### src/rtl/fsmd_gray_decoder.sv
// Serial Gray-to-binary decoder: one result bit per clock, MSB first, with a
// check that each decoded code is exactly one bit away from the previous one.
module fsmd_gray_decoder #(
    parameter int WIDTH = 4
) (
    input  logic             clk,
    input  logic             rst,
    input  logic             start,
    input  logic [WIDTH-1:0] gray_in,
    output logic [WIDTH-1:0] bin_out,
    output logic             done,
    output logic             busy,
    output logic             adj_err,
    output logic [1:0]       dbg_state
);

    // Handshake: start is a request that is only taken in IDLE (when busy is low);
    // gray_in is captured on that same edge. done is a single-cycle pulse, and
    // bin_out/adj_err are valid with it and hold until the next done.

    typedef enum logic [1:0] {
        S_IDLE = 2'd0,
        S_CONV = 2'd1,
        S_DONE = 2'd2
    } state_e;

    localparam int CW = (WIDTH > 1) ? $clog2(WIDTH) : 1;
    localparam logic [CW-1:0] LAST_CNT = CW'(WIDTH - 1);

    state_e           state_q, state_d;
    logic [CW-1:0]    cnt_q, cnt_d;
    logic [WIDTH-1:0] g_reg_q, g_reg_d;
    logic [WIDTH-1:0] acc_q, acc_d;
    logic             prev_bit_q, prev_bit_d;
    logic [WIDTH-1:0] bin_q, bin_d;
    logic             adj_err_q, adj_err_d;
    logic [WIDTH-1:0] g_prev_q, g_prev_d;
    logic             have_prev_q, have_prev_d;

    logic             accept;
    logic             last_bit;
    logic [CW-1:0]    bit_idx;
    logic             new_bit;
    logic [WIDTH-1:0] diff;
    logic             one_bit_step;

    // State register
    always_ff @(posedge clk or negedge rst) begin
        if (!rst) begin
            state_q <= S_IDLE;
        end else begin
            state_q <= state_d;
        end
    end

    // Next-state logic
    always_comb begin
        state_d = state_q;
        case (state_q)
            S_IDLE:  if (start) state_d = S_CONV;
            S_CONV:  if (cnt_q == LAST_CNT) state_d = S_DONE;
            S_DONE:  state_d = S_IDLE;
            default: state_d = S_IDLE;
        endcase
    end

    // Output decode: purely from the state register, so start never reaches busy.
    always_comb begin
        busy      = 1'b0;
        done      = 1'b0;
        dbg_state = state_q;
        case (state_q)
            S_CONV:  busy = 1'b1;
            S_DONE:  begin
                busy = 1'b1;
                done = 1'b1;
            end
            default: begin
                busy = 1'b0;
                done = 1'b0;
            end
        endcase
    end

    assign bin_out = bin_q;
    assign adj_err = adj_err_q;

    assign accept   = (state_q == S_IDLE) && start;
    assign last_bit = (state_q == S_CONV) && (cnt_q == LAST_CNT);

    // Bit k of the scan resolves result bit WIDTH-1-k; the running XOR of all
    // higher Gray bits lives in prev_bit_q so the MSB simply sees a zero seed.
    assign bit_idx = LAST_CNT - cnt_q;
    assign new_bit = prev_bit_q ^ g_reg_q[bit_idx];

    assign diff         = g_reg_q ^ g_prev_q;
    assign one_bit_step = (diff != '0) && ((diff & (diff - WIDTH'(1))) == '0);

    always_comb begin
        cnt_d       = cnt_q;
        g_reg_d     = g_reg_q;
        acc_d       = acc_q;
        prev_bit_d  = prev_bit_q;
        bin_d       = bin_q;
        adj_err_d   = adj_err_q;
        g_prev_d    = g_prev_q;
        have_prev_d = have_prev_q;
        if (accept) begin
            g_reg_d    = gray_in;
            cnt_d      = '0;
            acc_d      = '0;
            prev_bit_d = 1'b0;
        end else if (state_q == S_CONV) begin
            acc_d[bit_idx] = new_bit;
            prev_bit_d     = new_bit;
            cnt_d          = cnt_q + CW'(1);
            if (last_bit) begin
                bin_d       = acc_d;
                adj_err_d   = have_prev_q && !one_bit_step;
                g_prev_d    = g_reg_q;
                have_prev_d = 1'b1;
            end
        end
    end

    always_ff @(posedge clk or negedge rst) begin
        if (!rst) begin
            cnt_q       <= '0;
            g_reg_q     <= '0;
            acc_q       <= '0;
            prev_bit_q  <= 1'b0;
            bin_q       <= '0;
            adj_err_q   <= 1'b0;
            g_prev_q    <= '0;
            have_prev_q <= 1'b0;
        end else begin
            cnt_q       <= cnt_d;
            g_reg_q     <= g_reg_d;
            acc_q       <= acc_d;
            prev_bit_q  <= prev_bit_d;
            bin_q       <= bin_d;
            adj_err_q   <= adj_err_d;
            g_prev_q    <= g_prev_d;
            have_prev_q <= have_prev_d;
        end
    end

endmodule

### config.mk
export PLATFORM = sky130hd
export DESIGN_NAME = fsmd_gray_decoder
export DESIGN_NICKNAME = d
export VERILOG_FILES = /design/src/rtl/fsmd_gray_decoder.sv
export SDC_FILE = /design/constraint.sdc
export NUM_CORES = 1
export LEC_CHECK = 0
export BUFFER_PORTS_ARGS = -buffer_cell sky130_fd_sc_hd__buf_2
export CORE_MARGIN = 5
export CORE_UTILIZATION = 49
export DETAILED_ROUTE_END_ITERATION = 10
export HOLD_SLACK_MARGIN = 0.12
export PLACE_DENSITY_LB_ADDON = 0.2
export SYNTH_ARGS = -nofsm -noshare
export SYNTH_HDL_FRONTEND = slang
export SYNTH_SLANG_ARGS = --single-unit
### constraint.sdc
create_clock -name clk -period 1.6 [get_ports clk]
set_clock_uncertainty 0.1 [all_clocks]
set_input_delay 0.32 -clock clk [delete_from_list [all_inputs] [get_ports clk]]
set_output_delay 0.32 -clock clk [all_outputs]
set_load 0.01 [all_outputs]
# Word-level counts from Yosys, hierarchy flattened
# Index checks and enable logic that the tools add are counted.
[word_totals]
word_cells = 52
reg_bits = 23
input_bits = 7
out_inout_bits = 9
[classes]
add_sub_neg = 3
mux = 16
n_reduce_logical = 13
n_bitwise = 4
n_lt_le_gt_ge = 2
n_eq_ne = 5
[ops]
columns = ["operator", "n"]
rows = [
  ["two-way mux 2 bit", 4],
  ["two-way mux 4 bit", 2],
  ["two-way mux 1 bit", 6],
  ["logical AND 1 bit", 5],
  ["AND 4 bit", 1],
  ["bitwise mux 4 bit", 1],
  ["== test 2 bit, second input constant", 2],
  ["logical NOT 4 bit", 1],
  ["one-hot mux 2 bit (2 select lines)", 1],
  ["nonzero test 4 bit", 1],
  ["subtractor 4 x 1 -> 4 bit, second input constant", 1],
  ["bitwise XOR 4 bit", 1],
  ["less-than comparator 2 x 3 -> 1 bit, second input constant", 1],
  ["AND reduction 3 bit", 1],
  ["adder 2 x 1 -> 2 bit, second input constant", 1],
  ["binary-select mux 1 bit (select 2 bit)", 1],
  ["demux 1 bit (select 2 bit)", 1],
  ["== test 2 x 1 -> 1 bit, second input constant", 1],
  ["greater-or-equal comparator 2 x 1 -> 1 bit, second input constant", 1],
  ["logical NOT 2 bit", 1],
  ["inequality test 2 x 1 -> 1 bit, second input constant", 1],
  ["inequality test 2 bit, second input constant", 1],
  ["AND reduction 2 bit", 1],
  ["nonzero test 2 bit", 1],
  ["other kinds (5)", 5],
]

# Depth between registers and ports, before layout
[depth]
word_depth = 8
mapped_depth = 7
ltp_nobuf = 6

# Least setup slack after synthesis
# OpenSTA, ideal clock, no wires.
[synth_path]
kind = "reg-to-reg"
startpoint = "register state_q[0], in the netlist dbg_state[0]"
endpoint = "register bin_q[1], in the netlist bin_out[1]"
required_time_ns = 1.436
arrival_time_ns = 1.570
synth_period_minus_slack_ns = 1.734
slack_ns = -0.134
stages_incl_launch_ff = 8
setup_ns = 0.064
n_path_buf = 1
cell_sequence = "dfrtp_1 > inv_1 > ha_1 > and2_1 > nand3b_1 > buf_2 > a211oi_1 > a21o_1"
[synth_via]
elab_chain_cells = 4
elab_cells_between_ends = 6
cone_classes = "eq/ne (1); bitwise (1); reduce/logical (4)"
[synth_lines]
columns = ["element", "line_no", "text"]
rows = [
  ["start, declared", "30", "state_e state_q, state_d;"],
  ["start signal, assigned", "52", "state_q <= state_d;"],
  ["logical NOT 2 bit", "88", "assign accept = (state_q == S_IDLE) && start;"],
  ["logical AND 1 bit", "88", ""],
  ["inverter 1 bit (no source line)", "-", ""],
  ["AND reduction 3 bit (no source line) *", "-", ""],
  ["end signal, assigned", "141", "bin_q <= bin_d;"],
  ["end, declared", "35", "logic [WIDTH-1:0] bin_q, bin_d;"],
]
# Mark *: on every way between the ends. The rest lies on a longest branch, timed or not.
# A chain may end at the register's enable or synchronous reset.

# Final worst setup path
[layout_path]
startpoint = "register cnt_q[0]"
endpoint = "register bin_q[3], in the netlist bin_out[3]"
[layout_via]
elab_chain_cells = 6
elab_cells_between_ends = 13
cone_classes = "add/sub (1); order compare (2); eq/ne (1); mux (5); bitwise (1); reduce/logical (3)"
[layout_lines]
columns = ["element", "line_no", "text"]
rows = [
  ["start, declared", "31", "logic [CW-1:0] cnt_q, cnt_d;"],
  ["start signal, assigned", "137", "cnt_q <= cnt_d;"],
  ["subtractor 2 bit", "93", "assign bit_idx = LAST_CNT - cnt_q;"],
  ["less-than comparator 2 x 3 -> 1 bit (implied by the code) or greater-or-equal comparator 2 x 1 -> 1 bit (tied branches)", "114", "acc_d[bit_idx] = new_bit;"],
  ["logical AND 1 bit (implied by the code)", "114", ""],
  ["two-way mux 1 bit (implied by the code)", "114", ""],
  ["demux 1 bit (select 2 bit)", "114", ""],
  ["bitwise mux 4 bit", "114", ""],
]
# Several ways; a longest one is shown, not always the timed one. The select of a mux whose other input is x is not followed.

==> impl.org <==
** Place
- Port Buffers :: 15
- Once placement finished, the instance area stood at 1320 um^2.
- The congestion estimate from routability-driven global placement came to 0.722.
- Half-perimeter wire length after detailed placement :: 1520 um
- Including well taps, the total number of placed cells is roughly 150.

** Die
- During I/O placement, the number of pins put on the boundary was 16.
- After floorplanning, the core was divided into 17 placement rows.
- Area of the core :: 2170 um^2
- Initial Util :: about half
- In this run the vertical extent of the chip is 57.4 um.
- In this run the horizontal extent of the chip is around 57 um.
- The die covers 3300 um^2.

** Final layout
- Number of fillers in the final layout :: around 170
- Most frequent cells in the layout :: dfrtp_1 (22), buf_2 (13), buf_4 (13), mux2_2 (7), xnor2_1 (7)
- Proportion of layout cells with a drive suffix above 1 :: 42.5%
- Leading cell type in the layout, fill and taps excluded :: dfrtp_1
- Growth of design area from synthesis to finish :: 33.6%
- With fillers left out, the area of the finished cells amounts to between 1000 and 1500 um^2.
- The number of antenna diodes in the final layout is 0.
- After the last flow step, the layout net total stands at 143.
- Non-filler instance count after layout :: 155

** Global route
- Pin count of the biggest net entering global routing :: 23
- GRT Overall Usage :: 13.3%
- The first global-routing pass estimated 3360 um of wire.
- Total congestion overflow after global routing :: 0
- The number of antenna violations at the first check in global routing was 0.
- Number of global-route vias before repair :: 764

** STA
- The count of pins over their slew limit is 0.
- For the finished layout, the period the worst path requires is 1.69 ns.
- Max_slew headroom :: 68.4%
- Setup Viol. Count Final :: 9
- In the post-route analysis, the smallest setup slack over all paths is -0.0902 ns.
- The number of hold violations in the final report was 0.
- Setup repair after global routing could not meet its margin everywhere.
- At the pin with the least slew margin, the transition time is 0.474 ns.
- Max Clock Freq :: 0.592 GHz
- Dividing the final minimum period by the clock period gives 106%.

** Logic synthesis
- The number of nets handed over by synthesis was 107.
- In this run the cell area of the synthesized design comes to between 1000 and 1500 um^2.
- Multiplexer share of the synthesized area :: 11.1%
- Xor/xnor share of the synthesized area :: 8.86%
- After synthesis, the mean cell area works out to 12.0 um^2.
- Ranked by total cell area, the synthesized netlist is headed by dfrtp_1 (50%), ha_1 (9.1%), mux2_2 (8.2%).
- Library cell occupying the most area in the post-synthesis netlist :: dfrtp_1
- Area fraction in compound gates after synthesis :: about 12%
- Counting distinct cell types in the post-synthesis netlist gives 25.
- Synthesis inferred 22 register bits.
- Of the total synthesized cell area, the portion taken by full adders, half adders and majority gates is 9.09%.
- During synthesis, Yosys emitted a total of 0 warnings.
- Number of instances in the synthesized netlist :: a little over 90
- After synthesis, the largest family of logic cells by area is compound AO/OA/AOI/OAI gates.
- The synthesized design devotes to its leading area cell type 50.0% of total area.
- Fraction of the yosys area taken by sequential cells :: 50.0%
- Simple-gate share of the synthesized area :: 6.48%

** Power
- Proportion of power drawn by flip-flops and latches :: roughly 30%
- The worst-case IR drop observed on VDD is 1.43 mV.
- In this run the power density over the cells is roughly 2200 nW/um^2.
- Net switching is 36.2% of the power.
- Fraction of power consumed by combinational cells :: 56.3%
- Internal Pwr Total :: between 2 and 2.5 mW
- Total power after layout :: 3.18 mW
- Summed over all cells, the static leakage comes to 0.697 nW.
- Of the total power, the clock network draws 13.3%.
- Net Switching :: 1.15 mW

** Outcome
- The checks that failed: negative setup slack.
- The flow ran to the end, but the final reports show violations.

** Clock tree
- Cell at the root of the clock tree :: clkbuf_4
- In this run the number of H-tree levels came out at 1.
- Buffers inserted during clock tree synthesis total 3.
- Number of clock sinks :: 22
- Clock transition at the registers of the reported paths :: 0.12 ns
- The clock reaches the later pin of the worst-skew pair after 0.30 ns.
- Max clock buf depth :: 2
- TritonCTS built the clock tree.

** Setup path
- Data arrival at the endpoint of the critical path :: 1.80 ns
- The worst setup path is launched from a flop.
- Endpoint kind of the worst setup timing path :: flop
- Critical path start-end classification :: flop to flop
- For the worst setup path, the data required time is around 1.7 ns.
- Peak fanout along the critical path :: 7

** Detailed routing
- The detailed router finished its first iteration with 5 violations.
- Via count :: 784
- Per-cell routed wire length :: 12.9 um
- For this block, the routed nets add up to around 2000 um of wire.
- Once detail routing completed, the nets flagged for antenna violations numbered 0.
- Post-detailed-route via-to-cell ratio :: 5.06
- In the routed design, unresolved DRC markers number 0.
- The first TritonRoute pass finished after 4 iterations.

** Job
- Max-cap violations in this run came to 0.

** Worst hold path
- The path class of the tightest hold or removal check is input pin to flop.
worst paths after layout:
kind                                   startpoint                 endpoint  slack (ns)  depth (start not counted)
min reg2reg                bin_out[1]$_DFFE_PN0P_   bin_out[1]$_DFFE_PN0P_        0.39                          1
min in group asynchronous                     rst   bin_out[2]$_DFFE_PN0P_        0.39                          2
max reg2reg                  cnt_q[0]$_DFFE_PN0P_   bin_out[3]$_DFFE_PN0P_       -0.09                          4
min                                    gray_in[3]   g_reg_q[3]$_DFFE_PN0P_        0.15                          2
max                          cnt_q[0]$_DFFE_PN0P_   bin_out[3]$_DFFE_PN0P_       -0.09                          4
max in group asynchronous                     rst  g_prev_q[3]$_DFFE_PN0P_        0.69                          2
worst max-delay path: stages, from the launching register on:
cell and delay (ns):
dfrtp_1 0.39, mux4_2 0.57, xnor2_4 0.26, a211oi_1 0.11, a21o_1 0.16
cells in the mapped netlist:
| master | count |
|---|---|
| a211oi_1 | 3 |
| a21o_1 | 3 |
| a21oi_1 | 4 |
| a311oi_1 | 3 |
| and2_1 | 1 |
| buf_1 | 1 |
| buf_2 | 1 |
| clkbuf_1 | 1 |
| dfrtp_1 | 22 |
| ha_1 | 8 |
| inv_1 | 5 |
| mux2_2 | 8 |
| mux2i_1 | 1 |
| mux4_2 | 1 |
| nand2_1 | 6 |
| nand2b_1 | 1 |
| nand3b_1 | 1 |
| nor2_1 | 6 |
| nor2b_1 | 1 |
| o21a_1 | 1 |
| o21ai_0 | 4 |
| o221ai_1 | 1 |
| xnor2_1 | 7 |
| xnor2_4 | 1 |
| xor2_1 | 1 |
logic make-up (layout without fill, tap and decap cells):
family	after synthesis	after routing
AOI/OAI and AO/OA	19	19
xor gates and xnor gates	9	9
adders and majority gates	8	8
buffers and inverters	8	43
DFF	22	22
muxes	10	10
and+or+nand+nor	16	16
flip-flops by register name, indices dropped and copies added (netlist names):
| register | count |
|---|---|
| acc_q | 3 |
| g_reg_q | 4 |
| prev_bit_q | 1 |
| g_prev_q | 4 |
| cnt_q | 2 |
| adj_err | 1 |
| have_prev_q | 1 |
| dbg_state | 2 |
| bin_out | 4 |
power groups by stage:
stage	clock, mW	sequential (mW)	combinational, mW
global placement	0	0.966	1.59
detailed placement	0	0.980	1.64
floorplan	0	1.03	1.08
global route	0.465	1.01	1.97
CTS	0.435	0.969	1.73
finish	0.423	0.966	1.79
through the flow:
| stage | hold WS (ns) | utilization (%) | TNS (ns) | setup slack, ns |
|---|---|---|---|---|
| final | 0.152 | 67.8 | -0.377 | -0.0902 |
| after global routing | 0.133 | 67.8 | -0.988 | -0.161 |
| after CTS | 0.124 | 65.3 | -0.480 | -0.0919 |
| after detailed placement | 0.207 | 60.8 | -0.342 | -0.0727 |
| after global placement | 0.211 | 60.8 | -0.135 | -0.0521 |
| after floorplan | -0.0756 | - | -0.323 | -0.0917 |
layer usage:
layer / part of all wire (%) / vias up / track usage (%)
met2: 50 / 15 / 22.3
met4: 2.4 / 0 / 7.95
met5: 0 / - / 0
met1: 44 / 379 / 15.7
li1: - / 386 / -
met3: 4.3 / 4 / 2.49
timing repair:
action                                  4_1_cts  5_1_grt
pin swaps                                     1        5
setup buffers                                 0        2
endpoints found under the setup margin       12       12
hold endpoints to repair                     22        2
hold buffers                                  1        2
gates resized for setup                       5        6
area by class of cell:
type                    instances  area (um^2)  share of cell area [%]
clock buffers                   3         22.5                    1.53
clock inverters                 1         30.0                    2.04
inverters                       5         18.8                    1.28
multi-input cells              62          566                    38.4
flip-flops and latches         22          551                    37.4
well taps                      28         35.0                    2.38
repair buffers                 34          249                    16.9
Power figures use the tool's default switching activity.
